`config.mk`:
```
export PLATFORM = sky130hd
export DESIGN_NAME = fetch_stage
export DESIGN_NICKNAME = d
export VERILOG_FILES = /design/src/rtl/fetch_stage.sv
export SDC_FILE = /design/constraint.sdc
export NUM_CORES = 1
export LEC_CHECK = 0
export BUFFER_PORTS_ARGS = -buffer_cell sky130_fd_sc_hd__buf_2
export CAP_MARGIN = 25
export CORE_MARGIN = 5
export CORE_UTILIZATION = 34
export DETAILED_ROUTE_END_ITERATION = 7
export PLACE_DENSITY_LB_ADDON = 0.2
export SLEW_MARGIN = 15
export SYNTH_ARGS = -nofsm -noshare
export SYNTH_HDL_FRONTEND = slang
export SYNTH_SLANG_ARGS = --single-unit
```
`constraint.sdc`:
```
create_clock -name clock -period 3.3 [get_ports clock]
set_input_delay 0.495 -clock clock [delete_from_list [all_inputs] [get_ports clock]]
set_output_delay 0.495 -clock clock [all_outputs]
set_load 0.01 [all_outputs]
```
`src/rtl/fetch_stage.sv`:
```
// Instruction-fetch stage: owns the PC, drives the instruction-memory
// address and holds the IF/ID pipeline register. Handles decode redirects,
// hazard-unit stalls/flushes and a sticky halt raised by the exit syscall.
module fetch_stage #(
   parameter logic [31:0] RESET_PC  = 32'h0040_0000,
   parameter logic [31:0] NOP_INSTR = 32'h0000_0000
) (
   input  logic        clock,
   input  logic        reset,
   input  logic        stall_F,
   input  logic        stall_D,
   input  logic        flush_D,
   input  logic        pc_src,
   input  logic [31:0] jump_address,
   input  logic        halt_request,
   output logic [31:0] instr_mem_addr,
   input  logic [31:0] instr_mem_data,
   output logic [31:0] pc_F,
   output logic [31:0] instruction_D,
   output logic [31:0] pc_plus_four_D,
   output logic        valid_D,
   output logic        halted,
   output logic [31:0] fetch_count
);

   typedef enum logic {
      RUN    = 1'b0,
      HALTED = 1'b1
   } state_t;

   state_t      state_reg, state_next;
   logic [31:0] pc_reg, pc_next;
   logic [31:0] instr_reg, instr_next;
   logic [31:0] ppf_reg, ppf_next;
   logic        valid_reg, valid_next;
   logic [31:0] count_reg, count_next;

   logic [31:0] pc_plus_four;
   logic        redirect;
   logic        halt_take;
   logic        squash;

   // Decode-side requests are only trusted when decode is not stalled,
   // because its operands may be stale while it waits.
   always_comb begin
      pc_plus_four = pc_reg + 32'd4;
      redirect     = pc_src & ~stall_D;
      halt_take    = halt_request & ~stall_D & (state_reg == RUN);
      squash       = redirect | flush_D | halt_take;
   end

   // Next-state logic for the run/halt FSM, the PC and the IF/ID register.
   always_comb begin
      state_next = state_reg;
      pc_next    = pc_reg;
      instr_next = instr_reg;
      ppf_next   = ppf_reg;
      valid_next = valid_reg;
      count_next = count_reg;

      if (halt_take) begin
         state_next = HALTED;
      end

      // PC: halt freezes, stall_F holds (and wins over a redirect),
      // otherwise redirect or sequential fetch with natural 32-bit wrap.
      if ((state_reg == HALTED) || halt_take) begin
         pc_next = pc_reg;
      end else if (stall_F) begin
         pc_next = pc_reg;
      end else if (redirect) begin
         pc_next = jump_address;
      end else begin
         pc_next = pc_plus_four;
      end

      // IF/ID: stall holds, halt/squash inserts a bubble, otherwise load.
      if (stall_D) begin
         instr_next = instr_reg;
         ppf_next   = ppf_reg;
         valid_next = valid_reg;
      end else if ((state_reg == HALTED) || squash) begin
         instr_next = NOP_INSTR;
         ppf_next   = 32'd0;
         valid_next = 1'b0;
      end else begin
         instr_next = instr_mem_data;
         ppf_next   = pc_plus_four;
         valid_next = 1'b1;
         count_next = count_reg + 32'd1;
      end
   end

   // State registers; reset overrides every other request on its edge.
   always_ff @(posedge clock) begin
      if (reset) begin
         state_reg <= RUN;
         pc_reg    <= RESET_PC;
         instr_reg <= NOP_INSTR;
         ppf_reg   <= 32'd0;
         valid_reg <= 1'b0;
         count_reg <= 32'd0;
      end else begin
         state_reg <= state_next;
         pc_reg    <= pc_next;
         instr_reg <= instr_next;
         ppf_reg   <= ppf_next;
         valid_reg <= valid_next;
         count_reg <= count_next;
      end
   end

   assign pc_F           = pc_reg;
   assign instr_mem_addr = pc_reg;
   assign instruction_D  = instr_reg;
   assign pc_plus_four_D = ppf_reg;
   assign valid_D        = valid_reg;
   assign halted         = (state_reg == HALTED);
   assign fetch_count    = count_reg;

endmodule

```
==> qor.csv, run 1 <==
stage,metric,value,unit
detailed_routing,via_per_inst,5.103,
synthesis,ys_async_sr_fraction,0,
sta,finalHoldWorstSlack,0.3111,ns
grt,grt.busiest_layer,met2,
hold_path,hp-class,primary input to flip-flop,
clock_network,cts_buffers,17,
floorplan,dieArea,0.02024,mm^2
grt,grt_pass1_vias,5476,
synthesis,yosysTopAreaCellShare,0.4375,
final_layout,n_antenna_cell,0,
synthesis,synth.most_common_cell,dfxtp_1,
sta,max_freq,431.5,MHz
detailed_routing,drt-total-wl,18680,um
grt,grt.overflow.total,0,
synthesis,synth-seq-area-share,0.4375,
worst_setup_path,critical_path_class,flip-flop to flip-flop,
synthesis,ys.flop_type,dfxtp_1,
pwr,power_leakage,3.265,nW
worst_setup_path,crit_required,3.57,ns
detailed_routing,first_pass_iters,5,
synthesis,synth_cell_types,50,
sta,max_slew_margin,0.3803,
floorplan,design.core.area,0.01724,mm^2
synthesis,synth.area.mux_share,0.003366,
detailed_routing,drt-wirelength-per-cell,16.68,um
final_layout,area_delta_synth_final,28.84,%
synthesis,yosys_warnings,0,
pwr,power_frac_clock,0.500,
sta,min_period,2.317,ns
detailed_routing,drc,0,
synthesis,synth-simple-area-share,0.2451,
final_layout,layout-drive-gt1-share,0.3184,
sta,worst_pin_slew,0.9296,ns
pwr,switchingPower,0.8653,mW
clock_network,clock_latency,0.41,ns
synthesis,synth_edf_count,0,
worst_setup_path,worstSetupStartpointType,flip-flop,
clock_network,cts_htree_levels,4,
worst_setup_path,worstReg2RegStart,instr_mem_addr[6]$_SDFFE_PP0P_,
placement,port_buffers,232,
detailed_routing,postRouteAntennaNets,0,
sta,clock_skew,0.006344,ns
floorplan,die_h,142.3,um
clock_network,cts_buffer_depth,2,
flow_run,cap_violations,0,
clock_network,cts_hold_buf,0,
synthesis,synth-xor-area-share,0.06920,
worst_setup_path,cp_max_fo,9,
placement,gp_congestion,0.7898,
synthesis,synth_top_family_by_area,simple AND/OR/NAND/NOR gates,
pwr,switching_share,0.2312,
final_layout,fillerInstances,1756,
pwr,pwr-share-seq,0.434,
final_layout,seqCellArea,0.002603,mm^2
grt,use_met2,0.2924,
final_layout,multi_input_area,0.002907,mm^2
sta,rsz0062_at_grt,no,
synthesis,avgSynthCellArea,8.510,um^2
sta,maxSlewViolCount,0,
grt,use_met3,0.06384,
grt,antenna_found_initial,1,
synthesis,syn-cell-area,0.005948,mm^2
hold_path,hold_start,instr_mem_data[11],
hold_path,hold_path_end,instruction_D[11]$_SDFFE_PP0N_,
clock_network,cts_tree,done,
grt,track_usage,0.1809,
hold_path,min_path_cells,3,
worst_setup_path,rr_worst_depth,5,
status,status,finished clean,
final_layout,nNetsFinal,955,
sta,hold_viol,0,
pwr,p_comb_frac,0.065,
placement,post-dp-hpwl,13230,um
grt,grtUsageMet1,0.2295,
worst_setup_path,r2r_end,instr_mem_addr[31]$_SDFFE_PP0P_,
floorplan,initial_core_util,0.3451,
worst_setup_path,arrival,2.59,ns
floorplan,pin_count,233,
sta,setup_tns,0,ns
synthesis,postSynthCellCount,699,
pwr,ir_drop,0.3337,mV
pwr,power_density,488.3,mW/mm^2
detailed_routing,vias,5715,
synthesis,synthAdderAreaFrac,0.004207,
pwr,internal_power,2.876,mW
clock_network,root_buffer,clkbuf_16,
synthesis,synth-seq-cells,130,
detailed_routing,drtIter0Drc,320,
grt,grt_max_degree,64,
floorplan,rows,48,
grt,grt_pass1_wl,29350,um
synthesis,synth_compound_area_frac,0.1647,
clock_network,clk_pin_slew,0.06,ns
synthesis,synth_nets,772,
floorplan,die_w,142.3,um
clock_network,cts_resized,0,
clock_network,cts_setup_buffers,0,
sta,fin_crit_sh,0.7022,
worst_setup_path,reg2reg_slack,0.98,ns
synthesis,yosys.area.top_type,dfxtp_1,
sta,setup_viol,0,
worst_setup_path,end_kind,flip-flop,
synthesis,synth_commonest_cells,"dfxtp_1, nor2_1, a22oi_1, nand2_1, clkbuf_1",
pwr,finalPower,3.742,mW
synthesis,ys_top_cells_by_area,"dfxtp_1, a22oi_1, nor2_1, buf_4, nand2_1",
clock_network,cts.sinks,130,
==> registers in the layout, summed over array words and instances, names as in the netlist <==
register and cells:
instr_mem_addr 32, fetch_count 32, pc_plus_four_D 32, halted 1, valid_D 1, instruction_D 32
==> routing by layer <==
| metal | vias to the layer above | part of all wire |
|---|---|---|
| met5 | - | 0.00096 |
| met4 | 2 | 0.0096 |
| met3 | 14 | 0.090 |
| met2 | 206 | 0.47 |
| met1 | 2664 | 0.43 |
| li1 | 2829 | - |
==> critical path: stages, from the launching register on <==
cell	delay [ns]
dfxtp_1	0.50
nand4_1	0.36
or4_4	0.61
nor4_1	0.41
xnor2_1	0.19
o22ai_1	0.10
==> cells in the final DEF, fill, tap and decap left out, types with 4 or more instances in the layout <==
master,count
nor3_1,10
o21ai_1,6
a22oi_1,61
nand3_1,30
o211ai_1,5
nor4_1,10
or3_1,14
xnor2_1,25
nand3b_1,5
inv_1,8
and4_1,6
a21oi_1,21
clkbuf_8,4
buf_2,231
clkbuf_16,17
clkinv_2,4
nand4_1,14
or4_1,5
o22ai_1,8
nand2b_1,7
nor2_1,86
buf_4,10
nor2b_1,5
and3_1,6
dfxtp_1,130
nand2_1,61
xor2_1,22
a31oi_1,11
o21ai_0,34
==> power groups by stage <==
stage                     clock [mW]  combinational [mW]  sequential, mW
final                           1.87               0.244            1.63
after global routing            1.99               0.269            1.63
after CTS                       1.92               0.248            1.63
after detailed placement           0               0.247            1.66
after global placement             0               0.248            1.66
after floorplan                    0               0.134            1.66
==> worst max path at each step <==
stage          cells past startpoint                               to                           start
2_1_floorplan                      7  instr_mem_addr[19]$_SDFFE_PP0P_  instr_mem_addr[6]$_SDFFE_PP0P_
3_3_place_gp                       6     fetch_count[30]$_SDFFE_PP0P_                         stall_D
3_5_place_dp                       6     fetch_count[26]$_SDFFE_PP0P_                          pc_src
4_1_cts                            5  instr_mem_addr[31]$_SDFFE_PP0P_  instr_mem_addr[6]$_SDFFE_PP0P_
5_1_grt                            5  instr_mem_addr[19]$_SDFFE_PP0P_  instr_mem_addr[6]$_SDFFE_PP0P_
6_report                           5  instr_mem_addr[31]$_SDFFE_PP0P_  instr_mem_addr[6]$_SDFFE_PP0P_
==> per-stage QoR <==
step | cells | area, um^2 | worst slack [ns] | util
2_1_floorplan | 699 | 5948 | 1.142 | -
3_3_place_gp | 1088 | 7072 | 0.8879 | 0.4103
3_5_place_dp | 1088 | 7072 | 0.8503 | 0.4103
4_1_cts | 1120 | 7664 | 0.9655 | 0.4446
5_1_grt | 1120 | 7664 | 0.7763 | 0.4446
6_report | 1120 | 7664 | 0.9828 | 0.4446
==> final cells by class <==
class,count,share of cell area
Sequential cell,130,0.3396
Clock buffer,23,0.06367
Tap cell,225,0.03673
Timing Repair Buffer,242,0.1633
Inverter,8,0.003918
Clock inverter,9,0.01355
Multi-Input combinational cell,483,0.3793
==> cells by family (layout without fill, tap and decap cells) <==
logic type,count (synthesis),count (layout)
XOR/XNOR,47,47
buffers and inverters,86,282
AND/OR/NAND/NOR,279,279
flip-flops,130,130
AO/OA/AOI/OAI,153,153
adder cells (fa/ha/maj),2,2
multiplexers,2,2
No activity file was read; power rests on OpenSTA's default activity.
==> inputs of run 2 (changes only) <==
--- a/config.mk
+++ b/config.mk
@@ -5,6 +5,7 @@
 export SDC_FILE = /design/constraint.sdc
 export NUM_CORES = 1
 export LEC_CHECK = 0
+export ABC_AREA = 1
 export BUFFER_PORTS_ARGS = -buffer_cell sky130_fd_sc_hd__buf_2
 export CAP_MARGIN = 25
 export CORE_MARGIN = 5
==> constraint.sdc (replaced) <==
create_clock -name clock -period 2.3 [get_ports clock]
set_input_delay 0.345 -clock clock [delete_from_list [all_inputs] [get_ports clock]]
set_output_delay 0.345 -clock clock [all_outputs]
set_load 0.01 [all_outputs]
==> run 2 against run 1 <==
Critical path depth grew 5. Clock power grew 55%. Flip-flop and latch count unchanged. Critical path type unchanged. Highest routed layer unchanged. Die area is 9.4% higher.
==> qor.csv, run 2 <==
stage,metric,value,unit,change
status,status,finished clean,,unchanged
floorplan,dieArea,0.02214,mm^2,was 0.02024 mm^2
synthesis,ys_async_sr_fraction,0,,unchanged
floorplan,die_h,148.8,um,was 142.3 um
clock_network,cts_setup_buffers,0,,unchanged
pwr,ir_drop,0.5067,mV,was 0.3337 mV
clock_network,cts_hold_buf,0,,unchanged
sta,max_slew_margin,0.5224,,was 0.3803
sta,hold_viol,0,,unchanged
sta,max_freq,547.7,MHz,was 431.5 MHz
placement,gp_congestion,0.8587,,was 0.7898
sta,min_period,1.826,ns,was 2.317 ns
pwr,power_leakage,3.547,nW,was 3.265 nW
final_layout,fin_cells,1447,,was 1120
detailed_routing,postRouteAntennaNets,0,,unchanged
detailed_routing,via_per_inst,4.708,,was 5.103
clock_network,cts_buffer_depth,2,,unchanged
worst_setup_path,end_kind,flip-flop,,unchanged
pwr,internal_power,4.275,mW,was 2.876 mW
detailed_routing,vias,6812,,was 5715
synthesis,ys.flop_type,dfxtp_1,,unchanged
synthesis,ys_top_cells_by_area,"dfxtp_1, nand2_1, a21oi_1, nor2_1, buf_4",,"was dfxtp_1, a22oi_1, nor2_1, buf_4, nand2_1"
synthesis,yosys_warnings,0,,unchanged
placement,post-dp-hpwl,15630,um,was 13230 um
clock_network,cts_tree,done,,unchanged
grt,grt_pass1_wl,33920,um,was 29350 um
synthesis,synth.most_common_cell,nand2_1,,was dfxtp_1
synthesis,synth_nets,1056,,was 772
floorplan,rows,50,,was 48
final_layout,area_delta_synth_final,27.32,%,was 28.84%
floorplan,initial_core_util,0.3478,,was 0.3451
worst_setup_path,critical_path_class,flip-flop to flip-flop,,unchanged
floorplan,design.core.area,0.01883,mm^2,was 0.01724 mm^2
grt,grt.busiest_layer,met2,,unchanged
synthesis,synth_edf_count,0,,unchanged
pwr,switchingPower,1.348,mW,was 0.8653 mW
grt,antenna_found_initial,3,,was 1
synthesis,synth-seq-cells,130,,unchanged
worst_setup_path,worstSetupStartpointType,flip-flop,,unchanged
clock_network,cts_buffers,17,,unchanged
grt,use_met3,0.05956,,was 0.06384
pwr,switching_share,0.2398,,was 0.2312
grt,grt_pass1_vias,6562,,was 5476
final_layout,layout-drive-gt1-share,0.2504,,was 0.3184
clock_network,cts_resized,0,,unchanged
pwr,pwr-share-seq,0.416,,was 0.434
clock_network,cts.sinks,130,,unchanged
detailed_routing,drt-total-wl,21390,um,was 18680 um
final_layout,final_common_cell,nand2_1,,was buf_2
grt,grt_max_degree,66,,was 64
sta,setup_viol,0,,unchanged
placement,port_buffers,232,,unchanged
clock_network,clock_latency,0.42,ns,was 0.41 ns
detailed_routing,drt-wirelength-per-cell,14.78,um,was 16.68 um
detailed_routing,first_pass_iters,5,,unchanged
pwr,power_density,674.3,mW/mm^2,was 488.3 mW/mm^2
worst_setup_path,cp_max_fo,6,,was 9
worst_setup_path,crit_required,2.58,ns,was 3.57 ns
sta,worst_pin_slew,0.7165,ns,was 0.9296 ns
final_layout,mostFrequentLayoutCells,"nand2_1, buf_2, dfxtp_1, a21oi_1, nor2_1",,"was buf_2, dfxtp_1, nor2_1, nand2_1, a22oi_1"
grt,grtUsageMet1,0.2233,,was 0.2295
pwr,power_frac_clock,0.516,,was 0.500
placement,placed_cells,1414,,was 1088
synthesis,syn-cell-area,0.006550,mm^2,was 0.005948 mm^2
synthesis,postSynthCellCount,983,,was 699
sta,setup_tns,0,ns,unchanged
flow_run,cap_violations,0,,unchanged
clock_network,cts_htree_levels,4,,unchanged
synthesis,synth_cell_types,34,,was 50
detailed_routing,drtIter0Drc,293,,was 320
grt,grt.overflow.total,0,,unchanged
grt,use_met2,0.3337,,was 0.2924
synthesis,synth-seq-area-share,0.3973,,was 0.4375
sta,fin_crit_sh,0.7939,,was 0.7022
synthesis,synth_commonest_cells,"nand2_1, dfxtp_1, a21oi_1",,"was dfxtp_1, nor2_1, a22oi_1, nand2_1, clkbuf_1"
sta,clock_skew,0.007893,ns,was 0.006344 ns
worst_setup_path,arrival,2.11,ns,was 2.59 ns
sta,maxSlewViolCount,0,,unchanged
grt,track_usage,0.1919,,was 0.1809
floorplan,pin_count,233,,unchanged
sta,rsz0062_at_grt,no,,unchanged
detailed_routing,drc,0,,unchanged
pwr,p_comb_frac,0.068,,was 0.065
synthesis,yosys.area.top_type,dfxtp_1,,unchanged
floorplan,die_w,148.8,um,was 142.3 um
synthesis,yosysTopAreaCellShare,0.3973,,was 0.4375
clock_network,root_buffer,clkbuf_16,,unchanged
final_layout,nNetsFinal,1246,,was 955
clock_network,clk_pin_slew,0.06,ns,about the same
hold_path,hp-class,primary input to flip-flop,,unchanged
synthesis,avgSynthCellArea,6.663,um^2,was 8.510 um^2
==> run 2: cell types whose count changed in the layout (fill, tap and decap cells not counted), moves of 10 or more <==
cell     previous run  this run
nand2_1            61       376
a21oi_1            21       118
inv_1               8        50
a22oi_1            61        22
o21ai_0            34        11
xnor2_1            25         7
or3_1              14         0
nor2_1             86        98
nand4_1            14         4
nor4_1             10         0
xor2_1             22        12
==> run 2: final cells by class <==
class                   instances  area [um^2]
diodes                          1        2.502
flip-flops and latches        130         2603
multi-input cells             728         3321
repair buffers                244         1266
inverters                      52        195.2
clock buffers                  19        442.9
fillers                      2009        10490
well taps                     260        325.3
clock inverters                13        183.9
==> run 2: logic make-up (layout without fill, tap and decap cells) <==
family | count (synthesis) | in the layout | synth area share
other cells | 0 | 1 | 0
buf+inv | 125 | 328 | 0.09609
fa+ha+maj | 2 | 2 | 0.003820
simple gates | 544 | 544 | 0.3379
flops | 130 | 130 | 0.3973
compound gates | 161 | 161 | 0.1345
xor+xnor | 21 | 21 | 0.03037
==> run 2: critical path, cell delays in order (launching register included) <==
cell     delay [ns]
dfxtp_1        0.45
ha_1           0.27
nand2_1        0.07
nor2_1         0.18
nand2_1        0.22
nor2_1         0.19
nand2_1        0.07
nand2_1        0.06
nand2_1        0.06
nand2_1        0.07
a21oi_1        0.06
==> run 2: worst paths after layout <==
| check | startpoint | slack [ns] | cells after the start | end |
|---|---|---|---|---|
| max reg2reg | instr_mem_addr[3]$_SDFFE_PP0P_ | 0.47 | 10 | pc_plus_four_D[28]$_SDFFE_PP0N_ |
| max | instr_mem_addr[3]$_SDFFE_PP0P_ | 0.47 | 10 | pc_plus_four_D[28]$_SDFFE_PP0N_ |
| min | instr_mem_data[21] | 0.17 | 3 | instruction_D[21]$_SDFFE_PP0N_ |
| min reg2reg | pc_plus_four_D[29]$_SDFFE_PP0N_ | 0.46 | 2 | pc_plus_four_D[29]$_SDFFE_PP0N_ |
==> run 2: stage by stage <==
step                      power (mW)  setup slack, ns  instance area [um^2]  hold slack [ns]  utilization
final                          5.623           0.4741                  8339           0.1699       0.4429
after global routing           5.863           0.2835                  8339           0.1545       0.4429
after CTS                      5.706           0.4529                  8337           0.1506       0.4427
after detailed placement       2.780           0.4710                  7710           0.4484       0.4094
after global placement         2.781           0.4834                  7710           0.4446       0.4094
after floorplan                2.611           0.7998                  6550           0.4711            -
==> run 2: power groups by stage <==
stage	clock network (mW)	logic (mW)	registers, mW
global placement	0	0.394	2.39
global route	3.09	0.427	2.34
CTS	2.97	0.394	2.34
detailed placement	0	0.392	2.39
finish	2.90	0.384	2.34
floorplan	0	0.217	2.39
==> run 2: per-layer routing <==
metal  part of all wire  up-vias
li1                   -     3489
met1               0.42     3090
met2               0.49      190
met3              0.068       39
met4              0.026        4
met5            0.00098        -
